[src/rtl/deserializer_if.sv]
// Serial input / parallel output bundle between the bit source, the deserializer
// and the downstream queue.
interface deserializer_if;
  logic       data_in;
  logic       write_in;
  logic       ack_in;
  logic [7:0] data_out;
  logic       data_ready;
  logic       status_out;
  logic [3:0] bit_count_out;
  logic       overrun_out;

  modport master (
    output data_in, write_in, ack_in,
    input  data_out, data_ready, status_out, bit_count_out, overrun_out
  );

  modport slave (
    input  data_in, write_in, ack_in,
    output data_out, data_ready, status_out, bit_count_out, overrun_out
  );
endinterface

[src/rtl/deserializer.sv]
// MSB-first 8-bit serial-to-parallel stage; holds each completed word until it is
// acknowledged, dropping (and flagging) bits that arrive meanwhile.
module deserializer (
  input  logic         clock_10,
  input  logic         reset,
  deserializer_if.slave bus
);

  typedef enum logic {SHIFT, HOLD} state_t;

  state_t     state;
  state_t     next_state;
  logic [6:0] shift_reg;
  logic [3:0] count;
  logic [7:0] word;
  logic       overrun;

  always_ff @(posedge clock_10 or negedge reset) begin
    if (!reset) state <= SHIFT;
    else        state <= next_state;
  end

  always_comb begin
    next_state = state;
    unique case (state)
      SHIFT: if (bus.write_in && count == 4'd7) next_state = HOLD;
      HOLD:  if (bus.ack_in)                    next_state = SHIFT;
      default: next_state = SHIFT;
    endcase
  end

  // Only seven bits are ever buffered: the eighth goes straight into the word.
  always_ff @(posedge clock_10 or negedge reset) begin
    if (!reset) begin
      shift_reg <= '0;
      count     <= '0;
      word      <= '0;
      overrun   <= 1'b0;
    end else begin
      unique case (state)
        SHIFT: begin
          if (bus.write_in) begin
            if (count == 4'd7) begin
              word  <= {shift_reg, bus.data_in};
              count <= 4'd8;
            end else begin
              shift_reg <= {shift_reg[5:0], bus.data_in};
              count     <= count + 4'd1;
            end
          end
        end
        HOLD: begin
          if (bus.ack_in) begin
            if (bus.write_in) begin
              shift_reg <= {6'b0, bus.data_in};
              count     <= 4'd1;
            end else begin
              count <= 4'd0;
            end
          end else if (bus.write_in) begin
            overrun <= 1'b1;
          end
        end
        default: ;
      endcase
    end
  end

  always_comb begin
    bus.data_ready    = (state == HOLD);
    bus.status_out    = (state == HOLD);
    bus.data_out      = word;
    bus.bit_count_out = count;
    bus.overrun_out   = overrun;
  end

endmodule

[src/flat_wrapper.sv]
// flat-port wrapper written by rule: the top's interface ports become plain ports
module deserializer_flat 
  (clock_10, reset, bus_data_in, bus_write_in, bus_ack_in, bus_data_out, bus_data_ready, bus_status_out, bus_bit_count_out, bus_overrun_out);
  deserializer_if bus_i ();
  input  logic clock_10;
  input  logic reset;
  input wire logic [$bits(bus_i.data_in)-1:0] bus_data_in;
  input wire logic [$bits(bus_i.write_in)-1:0] bus_write_in;
  input wire logic [$bits(bus_i.ack_in)-1:0] bus_ack_in;
  output wire logic [$bits(bus_i.data_out)-1:0] bus_data_out;
  output wire logic [$bits(bus_i.data_ready)-1:0] bus_data_ready;
  output wire logic [$bits(bus_i.status_out)-1:0] bus_status_out;
  output wire logic [$bits(bus_i.bit_count_out)-1:0] bus_bit_count_out;
  output wire logic [$bits(bus_i.overrun_out)-1:0] bus_overrun_out;
  assign bus_i.data_in = bus_data_in;
  assign bus_i.write_in = bus_write_in;
  assign bus_i.ack_in = bus_ack_in;
  assign bus_data_out = bus_i.data_out;
  assign bus_data_ready = bus_i.data_ready;
  assign bus_status_out = bus_i.status_out;
  assign bus_bit_count_out = bus_i.bit_count_out;
  assign bus_overrun_out = bus_i.overrun_out;
  deserializer u_core (.clock_10(clock_10), .reset(reset), .bus(bus_i));
endmodule
[config.mk]
export PLATFORM = sky130hd
export DESIGN_NAME = deserializer_flat
export DESIGN_NICKNAME = d
export VERILOG_FILES = /design/src/rtl/deserializer_if.sv /design/src/rtl/deserializer.sv /design/src/flat_wrapper.sv
export SDC_FILE = /design/constraint.sdc
export NUM_CORES = 1
export LEC_CHECK = 0
export ABC_AREA = 1
export CORE_ASPECT_RATIO = 0.75
export CORE_UTILIZATION = 40
export DETAILED_ROUTE_END_ITERATION = 10
export GPL_TIMING_DRIVEN = 0
export PLACE_DENSITY = 0.61
export SYNTH_ARGS = -nofsm -noshare
export SYNTH_HDL_FRONTEND = slang
export SYNTH_SLANG_ARGS = --single-unit
[constraint.sdc]
create_clock -name clock_10 -period 1.5 [get_ports clock_10]
set_input_delay 0.3 -clock clock_10 [delete_from_list [all_inputs] [get_ports clock_10]]
set_output_delay 0.3 -clock clock_10 [all_outputs]
set_load 0.1 [all_outputs]
==> summary.txt, run 1 <==
# rows = 15
number of global-route vias before repair = 673
routed vias = 751
CP required = 1200 ps
Syn-to-layout area delta = 26.4%
IO Pins = 20
Post-Layout Cell Count = 169
Clock Sinks = 21
Syn Inst Count = 110
drt wl/cell = 10.7 um
DP HPWL = 1320 um
Critical Path Start Type = register
Final #Nets = 142
# hold bufs at CTS = 0
CP endpoint kind = output pin
Finished Core Util = 0.547
Buf/Inv on CP = 1
CP Class = register to output pin
Mean Syn Cell Area = 9.29 um^2
die width = 60.4 um
Pre-antenna DRT Iters = 4
worst-path cell chain = buf_2
Hold Startpoint = u_core.bus.overrun_out$_DFFE_PN0P_
max cap viols = 0
Slew Limit Fails = 0
Worst Path Arrival = 1110 ps
final clock skew = 4.49 ps
Crit. path cell count = 1
Synth Net Count = 116
commonest non-fill, non-tap cell in the layout = nand2_1
FF+latch count, synth = 21
crit-path max FO = 2
area of the mapped netlist = 1020 um^2
H-tree levels = 1
Min-Delay Path Class = register to register
Max Freq = 709 MHz
R2R Path Start = u_core.bus.bit_count_out[0]$_DFFE_PN0P_
R2R depth = 6
Initial Util = 0.432
die area = 2760 um^2
total track usage = 0.158
critical path's top delay family = buffers and inverters
CTS Buf Count = 3
fin crit period = 1410 ps
Largest register FFs = 8
placer's final routability congestion estimate = 0.785
number of diodes = 0
Slew @ Worst Pin = 945 ps
first-pass GRT wire length = 3100 um
register area share after synthesis = 0.514
DRC violations left = 0
Post-DRT Antenna Nets = 0
Post-Route WL = 1810 um
fin crit share = 0.940
placed cell count = 163
GRT overflow = 0
commonest non-fill, non-tap cells in the layout = nand2_1 (31), dfrtp_1 (16), inv_1 (12), nand3_1 (10)
CP startpoint = u_core.bus.data_out[1]$_DFFE_PN0P_
Clk Latency, worst-skew pair = 310 ps
die height = 45.8 um
post-DR vias/cell = 4.44
final hold violations = 0
fillcell total = 235
status = completed
worst hold slack = 467 ps
Initial DRC Count = 18
Worst path max stage delay = 430 ps
WHS Path Cells = 1
Rel. slew slack = 0.368
Clock Path Buffers = 2
largest net degree at the start of global routing = 22
post-synth cell types = 21
core area = 2360 um^2
Syn. warnings = 0
TritonCTS clock tree = yes
RSZ-0062 raised after global routing = no
share of layout cells above drive strength 1 = 0.370
final setup violating endpoints = 0
flop-to-flop setup slack = 110 ps
PortBufs = 19
Worst-path clk slew = 110 ps
root buffer cell = clkbuf_4
slowest stage cell, crit path = buf_2
number of antenna violations at the first check in global routing = 0
-- logic make-up after synthesis --
| group | share of synthesized area |
|---|---|
| and+or+nand+nor | 0.285 |
| DFF | 0.514 |
| buffers and inverters | 0.0857 |
| AOI/OAI and AO/OA | 0.0943 |
| xor gates and xnor gates | 0.00857 |
| adders and majority gates | 0.0122 |
-- synthesized netlist by cell type, drive strengths merged --
cell type,number,area [um^2]
a21o,1,7.51
buf,3,30.0
clkinv,1,5.00
dfrtp,21,526
ha,1,12.5
inv,14,52.6
nand2,35,146
nand3,11,67.6
nand4,1,6.26
nor2,10,71.3
o21ai,11,88.8
xnor2,1,8.76
-- metal layers --
metal  global-route usage  part of all wire  up-vias
li1                     -                 -      397
met1                0.222              0.49      335
met2                0.229              0.44       15
met3               0.0511             0.050        4
met4               0.0558             0.014        0
met5                    0                 0        -
-- per-stage QoR --
stage / setup slack [ps] / setup TNS [ps] / instance area (um^2)
2_1_floorplan: -18.4 / -36.2 / 1030
3_3_place_gp: -457 / -5520 / 1270
3_5_place_dp: -463 / -5680 / 1270
4_1_cts: 6.70 / 0 / 1230
5_1_grt: 28.6 / 0 / 1290
6_report: 90.2 / 0 / 1290
-- layout make-up --
type                       count  area, um^2  share of cell area
timing repair buffer          21         174               0.135
sequential                    21         537               0.415
inverter                      15        58.8              0.0455
clock inverter                 1        5.00             0.00387
clock buffer                   3        22.5              0.0174
tap                           34        42.5              0.0329
multi-input combinational     71         414               0.320
buffer                         3        38.8              0.0300
-- path summary, 6_finish.rpt --
path,end
setup reg to reg,u_core.bus.data_ready$_DFF_PN0_
min in group asynchronous,u_core.bus.data_out[4]$_DFFE_PN0P_
hold / removal,u_core.bus.overrun_out$_DFFE_PN0P_
hold reg to reg,u_core.bus.overrun_out$_DFFE_PN0P_
setup / recovery,bus_data_out[1]
max in group asynchronous,u_core.bus.bit_count_out[0]$_DFFE_PN0P_
-- repair_timing --
action	in CTS	in global routing
gates resized for setup	79	7
setup endpoints to repair	15	17
setup buffers	0	2
pin swaps	0	1
Power of run 1 is not shown: default switching activity piles up to over one toggle a cycle in this logic, so the estimate is an artifact.
==> run 2, diff against run 1 <==
--- a/config.mk
+++ b/config.mk
@@ -9,7 +9,6 @@
 export CORE_ASPECT_RATIO = 0.75
 export CORE_UTILIZATION = 40
 export DETAILED_ROUTE_END_ITERATION = 10
-export GPL_TIMING_DRIVEN = 0
 export PLACE_DENSITY = 0.61
 export SYNTH_ARGS = -nofsm -noshare
 export SYNTH_HDL_FRONTEND = slang
==> run 2 against run 1 <==
Effect of this change:
- worst setup slack got worse by 11 ps
- count of clock-buffer cells in the layout unchanged
- register-to-register slack got worse by 20 ps
==> summary.txt, run 2 (synthesized netlist as in run 1, its figures left out) <==
IO Pins = 20
share of layout cells above drive strength 1 = 0.366
largest net degree at the start of global routing = 22
CP Class = register to output pin
H-tree levels = 1
Min-Delay Path Class = primary input to asynchronous set/reset pin
CTS Buf Count = 3
DRC violations left = 0
Slew @ Worst Pin = 265 ps
CP required = 1200 ps
Initial Util = 0.432
PortBufs = 19
die area = 2760 um^2
Largest register FFs = 8
Pre-antenna DRT Iters = 4
Post-Route WL = 1900 um
DP HPWL = 1400 um
Rel. slew slack = 0.823
commonest non-fill, non-tap cell in the layout = nand2_1
status = completed
worst hold slack = 325 ps
final setup violating endpoints = 0
Final #Nets = 141
root buffer cell = clkbuf_4
TritonCTS clock tree = yes
# hold bufs at CTS = 0
flop-to-flop setup slack = 90 ps
number of global-route vias before repair = 704
GRT overflow = 0
first-pass GRT wire length = 3210 um
Critical Path Start Type = register
Worst Path Arrival = 1120 ps
die width = 60.4 um
Clock Sinks = 21
CP endpoint kind = output pin
fin crit share = 0.947
core area = 2360 um^2
Worst-path clk slew = 120 ps
fin crit period = 1420 ps
final clock skew = 4.47 ps
crit-path max FO = 4
post-DR vias/cell = 4.65
Syn-to-layout area delta = 41.9%
Clock Path Buffers = 2
Clk Latency, worst-skew pair = 300 ps
commonest non-fill, non-tap cells in the layout = nand2_1 (31), dfrtp_1 (16), buf_12 (15), inv_1 (12), nand3_1 (10)
total track usage = 0.161
RSZ-0062 raised after global routing = yes
max cap viols = 0
number of antenna violations at the first check in global routing = 0
final hold violations = 0
die height = 45.8 um
placer's final routability congestion estimate = 0.775
Max Freq = 704 MHz
# rows = 15
Slew Limit Fails = 0
routed vias = 781
drt wl/cell = 11.3 um
Initial DRC Count = 32
number of diodes = 0
Post-DRT Antenna Nets = 0
## run 2: final cells by class
type                            count  area, um^2
Fill cell                         227         915
Inverter                           15        58.8
Sequential cell                    21         537
Multi-Input combinational cell     71         414
Timing Repair Buffer               23         370
Clock buffer                        3        22.5
Tap cell                           34        42.5
Clock inverter                      1        5.00
## run 2: routing by layer
layer / wire, um / GRT usage / share of wire / vias up
li1: - / - / - / 389
met1: 916 / 0.228 / 0.48 / 377
met2: 895 / 0.242 / 0.47 / 13
met3: 70 / 0.0540 / 0.037 / 2
met4: 13 / 0.0279 / 0.0069 / 0
met5: 0 / 0 / 0 / -
## run 2: through the flow
step	std cells	setup slack, ps	setup TNS (ps)	util	area [um^2]
global route	168	-32.3	-81.6	0.613	1450
detailed placement	163	-21.7	-26.9	0.596	1410
finish	168	79.3	0	0.613	1450
global placement	163	20.7	0	0.596	1410
CTS	168	35.4	0	0.611	1440
floorplan	110	-18.4	-36.2	-	1030
## run 2: critical path, cell delays in order, from the launching register on
cell and delay (ps):
dfrtp_4 500, buf_4 160, buf_12 160
## run 2: final timing paths
path / startpoint / end / cells after the start
setup / recovery: u_core.bus.bit_count_out[0]$_DFFE_PN0P_ / bus_bit_count_out[0] / 2
hold / removal: reset / u_core.bus.bit_count_out[2]$_DFFE_PN0P_ / 2
setup reg to reg: u_core.bus.bit_count_out[1]$_DFFE_PN0P_ / u_core.bus.data_out[0]$_DFFE_PN0P_ / 6
hold reg to reg: u_core.shift_reg[6]$_DFFE_PN0P_ / u_core.shift_reg[6]$_DFFE_PN0P_ / 2
max in group asynchronous: reset / u_core.bus.bit_count_out[3]$_DFFE_PN0P_ / 2
min in group clock_10: u_core.shift_reg[6]$_DFFE_PN0P_ / u_core.shift_reg[6]$_DFFE_PN0P_ / 2
## run 2: what timing repair did
item | 4_1_cts | 5_1_grt
setup endpoints to repair | 2 | 8
buffers inserted | 1 | 0
resized for setup | 0 | 2
Power of run 2 is left out for the same reason.
